$ cat config.mk
export PLATFORM = sky130hd
export DESIGN_NAME = decode_queue
export DESIGN_NICKNAME = d
export VERILOG_FILES = /design/src/rtl/decode_queue_pkg.sv /design/src/rtl/decode_queue_instr_decoder.sv /design/src/rtl/decode_queue.sv
export SDC_FILE = /design/constraint.sdc
export NUM_CORES = 1
export LEC_CHECK = 0
export BUFFER_PORTS_ARGS = -buffer_cell sky130_fd_sc_hd__buf_4
export CAP_MARGIN = 25
export CORE_MARGIN = 2
export CORE_UTILIZATION = 50
export DETAILED_ROUTE_END_ITERATION = 12
export HOLD_SLACK_MARGIN = 0.15
export PLACE_DENSITY = 0.74
export RECOVER_POWER = 50
export SYNTH_ARGS = -nofsm -noshare
export SYNTH_HDL_FRONTEND = slang
export SYNTH_HIERARCHICAL = 1
export SYNTH_SLANG_ARGS = --single-unit
$ cat constraint.sdc
create_clock -name clk -period 3.85 [get_ports clk]
set_clock_uncertainty 0.05 [all_clocks]
set_input_delay 0.77 -clock clk [delete_from_list [all_inputs] [get_ports clk]]
set_output_delay 0.77 -clock clk [all_outputs]
set_load 0.03 [all_outputs]
$ cat src/rtl/decode_queue_pkg.sv
// Shared decode definitions: control word, queue entry and the MIPS decoder helper functions.
package signals;
  localparam int XLEN = 32;

  localparam logic [5:0] OP_RTYPE = 6'h00, OP_J = 6'h02, OP_JAL = 6'h03, OP_BEQ = 6'h04,
                         OP_BNE = 6'h05, OP_ADDI = 6'h08, OP_ADDIU = 6'h09, OP_SLTI = 6'h0a,
                         OP_SLTIU = 6'h0b, OP_ANDI = 6'h0c, OP_ORI = 6'h0d, OP_XORI = 6'h0e,
                         OP_LUI = 6'h0f, OP_LW = 6'h23, OP_SW = 6'h2b;
  localparam logic [5:0] F_SLL = 6'h00, F_SRL = 6'h02, F_SRA = 6'h03, F_SLLV = 6'h04,
                         F_SRLV = 6'h06, F_SRAV = 6'h07, F_JR = 6'h08, F_ADD = 6'h20,
                         F_ADDU = 6'h21, F_SUB = 6'h22, F_SUBU = 6'h23, F_AND = 6'h24,
                         F_OR = 6'h25, F_XOR = 6'h26, F_NOR = 6'h27, F_SLT = 6'h2a,
                         F_SLTU = 6'h2b;

  typedef enum logic [1:0] {PC_SEQ, PC_BRANCH, PC_JUMP, PC_JR} pc_src_t;
  typedef enum logic [1:0] {DEST_RT, DEST_RD, DEST_RA} dest_t;
  typedef enum logic {SA, RS} sa_src_t;
  typedef enum logic {B_REG, B_IMM} alu_b_t;
  typedef enum logic [3:0] {ALU_ADD, ALU_SUB, ALU_AND, ALU_OR, ALU_XOR, ALU_NOR, ALU_SLT,
                            ALU_SLTU, ALU_SLL, ALU_SRL, ALU_SRA, ALU_LUI} alu_op_t;

  typedef struct packed {
    pc_src_t pc_src;
    dest_t   dest_reg;
    logic    write_reg;
    sa_src_t alu_srcSa;
    alu_b_t  alu_srcB;
    alu_op_t alu_op;
    logic    mem_read;
    logic    mem_write;
    logic    mem_to_reg;
    logic    sign_ext;
  } control_t;

  // All-zero control: sequential PC, no register write, no memory access.
  localparam control_t CTL_CLEARED = '0;

  typedef struct packed {
    logic [XLEN-1:0] instr;
    logic [XLEN-1:0] pc;
    control_t        ctl;
    logic            ri;
  } entry_t;

  function automatic logic funct_known(input logic [5:0] f);
    case (f)
      F_SLL, F_SRL, F_SRA, F_SLLV, F_SRLV, F_SRAV, F_JR, F_ADD, F_ADDU, F_SUB, F_SUBU,
      F_AND, F_OR, F_XOR, F_NOR, F_SLT, F_SLTU: return 1'b1;
      default: return 1'b0;
    endcase
  endfunction

  function automatic logic op_known(input logic [5:0] op);
    case (op)
      OP_RTYPE, OP_J, OP_JAL, OP_BEQ, OP_BNE, OP_ADDI, OP_ADDIU, OP_SLTI, OP_SLTIU,
      OP_ANDI, OP_ORI, OP_XORI, OP_LUI, OP_LW, OP_SW: return 1'b1;
      default: return 1'b0;
    endcase
  endfunction

  function automatic control_t rtype_ctl(input logic [5:0] f);
    control_t c;
    c = CTL_CLEARED;
    c.dest_reg  = DEST_RD;
    c.write_reg = 1'b1;
    case (f)
      F_SLL:         c.alu_op = ALU_SLL;
      F_SRL:         c.alu_op = ALU_SRL;
      F_SRA:         c.alu_op = ALU_SRA;
      F_SLLV:        begin c.alu_op = ALU_SLL; c.alu_srcSa = RS; end
      F_SRLV:        begin c.alu_op = ALU_SRL; c.alu_srcSa = RS; end
      F_SRAV:        begin c.alu_op = ALU_SRA; c.alu_srcSa = RS; end
      F_JR:          begin c.write_reg = 1'b0; c.pc_src = PC_JR; end
      F_ADD, F_ADDU: c.alu_op = ALU_ADD;
      F_SUB, F_SUBU: c.alu_op = ALU_SUB;
      F_AND:         c.alu_op = ALU_AND;
      F_OR:          c.alu_op = ALU_OR;
      F_XOR:         c.alu_op = ALU_XOR;
      F_NOR:         c.alu_op = ALU_NOR;
      F_SLT:         c.alu_op = ALU_SLT;
      F_SLTU:        c.alu_op = ALU_SLTU;
      default:       c = CTL_CLEARED;
    endcase
    return c;
  endfunction

  function automatic control_t itype_ctl(input logic [5:0] op);
    control_t c;
    c = CTL_CLEARED;
    c.dest_reg  = DEST_RT;
    c.write_reg = 1'b1;
    c.alu_srcB  = B_IMM;
    c.sign_ext  = 1'b1;
    case (op)
      OP_J:              begin c.write_reg = 1'b0; c.pc_src = PC_JUMP; end
      OP_JAL:            begin c.dest_reg = DEST_RA; c.pc_src = PC_JUMP; end
      OP_BEQ, OP_BNE:    begin
        c.write_reg = 1'b0; c.alu_srcB = B_REG; c.alu_op = ALU_SUB; c.pc_src = PC_BRANCH;
      end
      OP_ADDI, OP_ADDIU: c.alu_op = ALU_ADD;
      OP_SLTI:           c.alu_op = ALU_SLT;
      OP_SLTIU:          c.alu_op = ALU_SLTU;
      OP_ANDI:           begin c.alu_op = ALU_AND; c.sign_ext = 1'b0; end
      OP_ORI:            begin c.alu_op = ALU_OR;  c.sign_ext = 1'b0; end
      OP_XORI:           begin c.alu_op = ALU_XOR; c.sign_ext = 1'b0; end
      OP_LUI:            c.alu_op = ALU_LUI;
      OP_LW:             begin c.alu_op = ALU_ADD; c.mem_read = 1'b1; c.mem_to_reg = 1'b1; end
      OP_SW:             begin c.write_reg = 1'b0; c.mem_write = 1'b1; c.alu_op = ALU_ADD; end
      default:           c = CTL_CLEARED;
    endcase
    return c;
  endfunction
endpackage

$ cat src/rtl/decode_queue_instr_decoder.sv
// Combinational MIPS decode: control word plus reserved-instruction flag.
module instr_decoder
  import signals::*;
(
  input  logic [31:0] instr,
  output control_t    ctl,
  output logic        ri
);
  logic [5:0] op, funct;

  assign op    = instr[31:26];
  assign funct = instr[5:0];

  always_comb begin
    ri  = (op == OP_RTYPE) ? !funct_known(funct) : !op_known(op);
    ctl = CTL_CLEARED;
    if (!ri) ctl = (op == OP_RTYPE) ? rtype_ctl(funct) : itype_ctl(op);
  end
endmodule

$ cat src/rtl/decode_queue.sv
// Decode-at-enqueue instruction queue between fetch and execute.
// Entry width comes from signals::XLEN, so XLEN must match it.
module decode_queue
  import signals::*;
#(
  parameter int DEPTH = 4,
  parameter int XLEN  = 32
) (
  input  logic                   clk,
  input  logic                   reset_n,
  input  logic                   in_valid,
  output logic                   in_ready,
  input  logic [XLEN-1:0]        in_instr,
  input  logic [XLEN-1:0]        in_pc,
  input  logic                   flush,
  output logic                   out_valid,
  input  logic                   out_ready,
  output logic [XLEN-1:0]        out_instr,
  output logic [XLEN-1:0]        out_pc,
  output control_t               out_ctl,
  output logic                   out_ri,
  output logic [$clog2(DEPTH):0] count
);
  localparam int PW = $clog2(DEPTH);

  entry_t          mem [DEPTH];
  entry_t          head;
  logic [PW-1:0]   wr_ptr, rd_ptr;
  control_t        dec_ctl;
  logic            dec_ri;
  logic            enq, deq;

  instr_decoder u_dec (.instr(in_instr[31:0]), .ctl(dec_ctl), .ri(dec_ri));

  // Ready depends only on registered occupancy, never on out_ready.
  assign in_ready  = (count != ($clog2(DEPTH)+1)'(DEPTH));
  assign out_valid = (count != '0);
  assign enq       = in_valid && in_ready && !flush;
  assign deq       = out_valid && out_ready && !flush;

  always_ff @(posedge clk) begin
    if (!reset_n || flush) begin
      wr_ptr <= '0;
      rd_ptr <= '0;
      count  <= '0;
    end else begin
      if (enq) wr_ptr <= wr_ptr + 1'b1;
      if (deq) rd_ptr <= rd_ptr + 1'b1;
      case ({enq, deq})
        2'b10:   count <= count + 1'b1;
        2'b01:   count <= count - 1'b1;
        default: ;
      endcase
    end
  end

  always_ff @(posedge clk) begin
    if (enq) mem[wr_ptr] <= '{instr: in_instr, pc: in_pc, ctl: dec_ctl, ri: dec_ri};
  end

  assign head      = mem[rd_ptr];
  assign out_instr = out_valid ? head.instr : '0;
  assign out_pc    = out_valid ? head.pc    : '0;
  assign out_ctl   = out_valid ? head.ctl   : CTL_CLEARED;
  assign out_ri    = out_valid ? head.ri    : 1'b0;
endmodule

Word level (Yosys, flattened, before mapping) --
Memories as Yosys holds them, arrays and structs flattened. A register that Yosys moved wholly into a read port is not among the register bits. Cells that the tools add are included. W data, S select, Z words.
Storage, ports and cells: logic and storage cells 93, output and inout bits 85, bits of input ports 69, memories kept 3, ROM bits 128, RAM bits 320, register bits 7
Cells by class: reduce and logical (&&, ||, !) cells 25, muxes and demuxes 25, add/sub/neg operators 4, equal/unequal tests 33
Memory list:
- mem | words 4, width 80, read ports 1, clocked after memory_dff 1, wr ports 1, RTL line decode_queue.sv:26 | entry_t mem [DEPTH];
- (no name shown) | words 64, width 1, read ports 1, clocked after memory_dff 0, wr ports 0, RTL line decode_queue_pkg.sv:46 | case (f)
- (no name shown) | words 64, width 1, read ports 1, clocked after memory_dff 0, wr ports 0, RTL line decode_queue_pkg.sv:54 | case (op)
Operators by type and width (count):
- $eq A6 B6 Y1 const B | 12
- $mux W32 | 2
- $eq A6 B4 Y1 const B | 9
- $mux W15 | 3
- $pmux W4 S10 | 1
- $eq A6 B3 Y1 const B | 5
- $pmux W4 S7 | 1
- $eq A6 B2 Y1 const B | 4
- $reduce_or A17 Y1 | 1
- $reduce_or A16 Y1 | 1
- $logic_not A6 Y1 | 2
- $mux W1 | 12
- $reduce_or A12 Y1 | 1
- $reduce_or A2 Y1 | 6
- $reduce_or A11 Y1 | 1
- $reduce_or A10 Y1 | 1
- $mux W2 | 4
- $pmux W3 S2 | 1
- $add A2 B1 Y2 const B | 2
- $logic_and A1 B1 Y1 | 4
- $logic_not A1 Y1 | 4
- $pmux W2 S2 | 1
- $add A3 B1 Y3 const B | 1
- $ne A3 B3 Y1 const B | 1
- 7 further kinds | 7

Logic depth before layout (Yosys ltp) --
depth in word-level cells 5, gate-level depth with buffers 9, gate-level depth less buffers 9

By module --
Netlist, hierarchy kept.
Modules (own cells, without submodules):
- decode_queue | sequential area each 9789.4 um^2, instances 1, area an instance 12637.1 um^2, cells each 562
- instr_decoder | sequential area each 0.0 um^2, instances 1, area an instance 528.0 um^2, cells each 85

Least setup slack after synthesis --
No wires, ideal clock.
path type input -> register, from input in_valid, to memory mem[2][10] (netlist bit) (enable), arrival time 3.036 ns, path buffers 0, data required time 3.353 ns, setup slack 0.317 ns, stages 3, cell sequence inv_1 > nor3_1 > and2_1
Between the ends: word-level cells in the longest chain between the ends 4
Ends and longest elaborated chain:
- from (decl) | RTL line decode_queue.sv:11 | input logic in_valid,
- $logic_and A1 B1 Y1 (2 in series) | RTL line decode_queue.sv:38 | assign enq = in_valid && in_ready && !flush;
- $mux W1 | RTL line decode_queue.sv:58 | if (enq) mem[wr_ptr] <= '{instr: in_instr, pc: in_pc, ctl: dec_ctl, ri: dec_ri};
- $mux W1 (implied by the code) | RTL line decode_queue.sv:58
- to (decl) | RTL line decode_queue.sv:26
Every way passes these cells.

Worst setup path in the final report --
from register count[0], to output out_pc[13]
Between the ends: word-level cells in the longest chain between the ends 2
Ends and longest elaborated chain:
- from (decl) | RTL line decode_queue.sv:22 | output logic [$clog2(DEPTH):0] count
- from (signal assigned) | RTL line decode_queue.sv:50 | 2'b10: count <= count + 1'b1;
- from (signal assigned) | RTL line decode_queue.sv:51 | 2'b01: count <= count - 1'b1;
- $reduce_bool A3 Y1 | RTL line decode_queue.sv:37 | assign out_valid = (count != '0);
- $mux W32 | RTL line decode_queue.sv:63 | assign out_pc = out_valid ? head.pc : '0;
- to (decl) | RTL line decode_queue.sv:19 | output logic [XLEN-1:0] out_pc,
Every way passes these cells.

==> results.md <==
- Pleak: 5.02 nW
- RR Endpoint: mem[2][69]
- Mean Syn Cell Area: 20.3 µm²
- Area post-placement: 0.0146 mm²
- Placer's final routability congestion estimate: 0.851
- Multi-input gate area: 0.00303 mm²
- Ys flop type: edfxtp_1
- Post-CTS sizing: 0
- Gr usage total: 0.185
- Final ANT Viol Nets: 0
- Distinct cells, synth: 49
- Critical Path End Type: output port
- DR DRC count: 0
- Die footprint: 0.0276 mm²
- Hold Crit Class: primary input to flop
- Root Driver: clkbuf_16
- Io pins: 154
- Largest cells by area after synthesis: edfxtp_1 73%, mux4_2 14%, and2_1 4.0%
- Critical path type: flop to output port
- R2R cell count: 4
- Post-Route WL: about 25 mm
- Post-synth EDFFs: between 300 and 400
- Worst-path clk slew: 0.06 ns
- Area leader, netlist: edfxtp_1
- Total iterations of the first detailed-routing run: 7
- Placed cells: ~1100
- Worst setup SP type: flop
- Gate Count Post-Synth: about 650
- IR drop worst, VDD: 0.377 mV
- Die width: 166 µm
- H-tree levels: 2
- Hold Path Stages: 1
- Worst Hold End: mem[3][47]
- Final #Nets: 890
- DRC marker count from the first detailed-route iteration: 500
- Overflow after GRT: 0
- Fillers: between 1500 and 2000
- Count of clock tree sinks: ~330
- YS warnings: 6
- Setup bufs post-CTS: 0
- Synth top area share: 0.730
- Reg-to-reg slack, setup: 0.48 ns
- # rows: 59
- HPWL Detailed: 15.7 mm
- Area delta synth->final: 16.9%
- Vias: 6664
- # port buffers: 153
- Largest net degree at the start of global routing: 53
- Slew HR: -0.288
- Hold Crit Start: in_pc[31]
- Design Area, Final: 0.0154 mm²
- Maxcap violations: 2
- Setup Viol. Count Final: 0
- Post-route insts no fill: 1173
- Initial antenna violation count: 0
- Post-Syn Area: 0.0132 mm²
- First-pass GRT wire length: 39.6 mm
- Clk_lat worst skew: 0.50 ns
- Post-synthesis async set-or-reset flop share: 0
- # hold bufs at CTS: 0
- RSZ-0062 raised after global routing: false
- Worst slew pin tran: about 1.9 ns
- Status: finished, violations left
- Antenna diodes: 0
- Initial Util: 0.507
- Critical path peak fanout: 52
- CTS tree: done
- WL/cell: about 22 µm
- Post-synth top cells: 320 x edfxtp_1, 85 x and2_1, 80 x mux4_2, 16 x clkbuf_1, 15 x nor2_1
- Max-slew violations: 50
- Vias in the first global route: 7039
- RR Startpoint: count[0]
- Failing checks: capacitance limit, slew limit
- Register area share after synthesis: 0.744
- Yosys reg bits: 329
- Reg area: 0.00980 mm²
- Min Tclk post-route: 3.41 ns
- Final period util: 0.886
- Most common cell in the netlist: edfxtp_1
- Fin. Hold Viols: 0
- Number of buffers created by CTS: 34
- Cell area power density: 480 mW/mm²
- Setup tns final: 0 ns
- Core ar.: 0.0260 mm²
- CTS Buffer Depth: 3
- Crit path required time: 3.03 ns
- Mapped Nets: 722
- Arrival time worst endpoint: 2.59 ns
- Vias per cell: around 5.7
- Peak Freq: 0.293 GHz
- Layout cells sized above 1: 0.278
- Die Ht: approximately 170 µm
-- routing by layer --
layer  share of wire  GRT usage  vias to the layer above
met5               0          0                        -
met4           0.023     0.0551                        0
met3           0.068     0.0367                       48
met2            0.50      0.314                      253
met1            0.41      0.245                     3434
li1                -          -                     2929
-- metrics by stage --
step | power, mW | hold WS, ns | utilization | worst slack [ns]
after floorplan | 4.29 | 0.434 | - | 0.317
after global placement | 4.45 | 0.448 | 0.564 | 0.721
after detailed placement | 4.47 | 0.470 | 0.564 | 0.573
after CTS | 7.50 | 0.395 | 0.603 | 0.374
after global routing | 7.62 | 0.465 | 0.592 | 0.231
final | 7.38 | 0.480 | 0.592 | 0.439
-- how the worst max path moves through the flow --
stage	from	end	slack [ns]	cells after the start
4_1_cts	count[0]	out_pc[13]	0.37	4
3_3_place_gp	in_instr[28]	mem[0][11]	0.72	5
6_report	count[0]	out_pc[13]	0.44	4
5_1_grt	count[0]	mem[2][69]	0.23	4
3_5_place_dp	in_instr[28]	mem[1][11]	0.57	5
2_1_floorplan	in_valid	mem[2][10]	0.32	3
-- power by group --
group / internal, mW / switching (mW) / leakage, nW
clock network: 1.77 / 1.25 / 0.504
registers: 3.98 / 0.0155 / 2.96
logic: 0.135 / 0.223 / 1.56
-- cells in the final DEF (no fill, tap or decap), types with 7 or more instances in the layout --
cell type	instances
a21oi_1	10
and2_1	82
buf_4	95
clkbuf_1	77
clkbuf_16	35
dfxtp_1	7
edfxtp_1	320
inv_1	13
mux4_2	80
nor2_1	15
o21ai_0	8
-- final cells by class --
| class | count | area share |
|---|---|---|
| Multi-Input combinational cell | 268 | 0.197 |
| Tap cell | 335 | 0.0272 |
| Timing Repair Buffer | 169 | 0.0697 |
| Clock buffer | 46 | 0.0609 |
| Sequential cell | 329 | 0.636 |
| Clock inverter | 13 | 0.00585 |
| Inverter | 13 | 0.00317 |
-- worst max-delay path, cell delays in order, from the launching register on --
cell and delay [ns]:
dfxtp_1 0.46, or3_2 0.84, buf_4 0.41, and2_1 0.20
buf_4 0.17
-- state kept, by name, indices dropped and copies added (netlist names), named ones only --
| register | flops |
|---|---|
| count | 3 |
| mem | 320 |
| rd_ptr | 2 |
| wr_ptr | 2 |
-- kinds of logic (layout without fill, tap and decap cells) --
family | after synthesis | in the layout | share of synthesized area
AO/OA/AOI/OAI | 36 | 36 | 0.0185
flip-flops | 329 | 329 | 0.744
XOR/XNOR | 5 | 5 | 0.00333
adder cells (fa/ha/maj) | 6 | 6 | 0.00627
multiplexers | 84 | 84 | 0.140
buffers and inverters | 50 | 241 | 0.0259
AND/OR/NAND/NOR | 137 | 137 | 0.0624
Power figures use the tool's default switching activity.
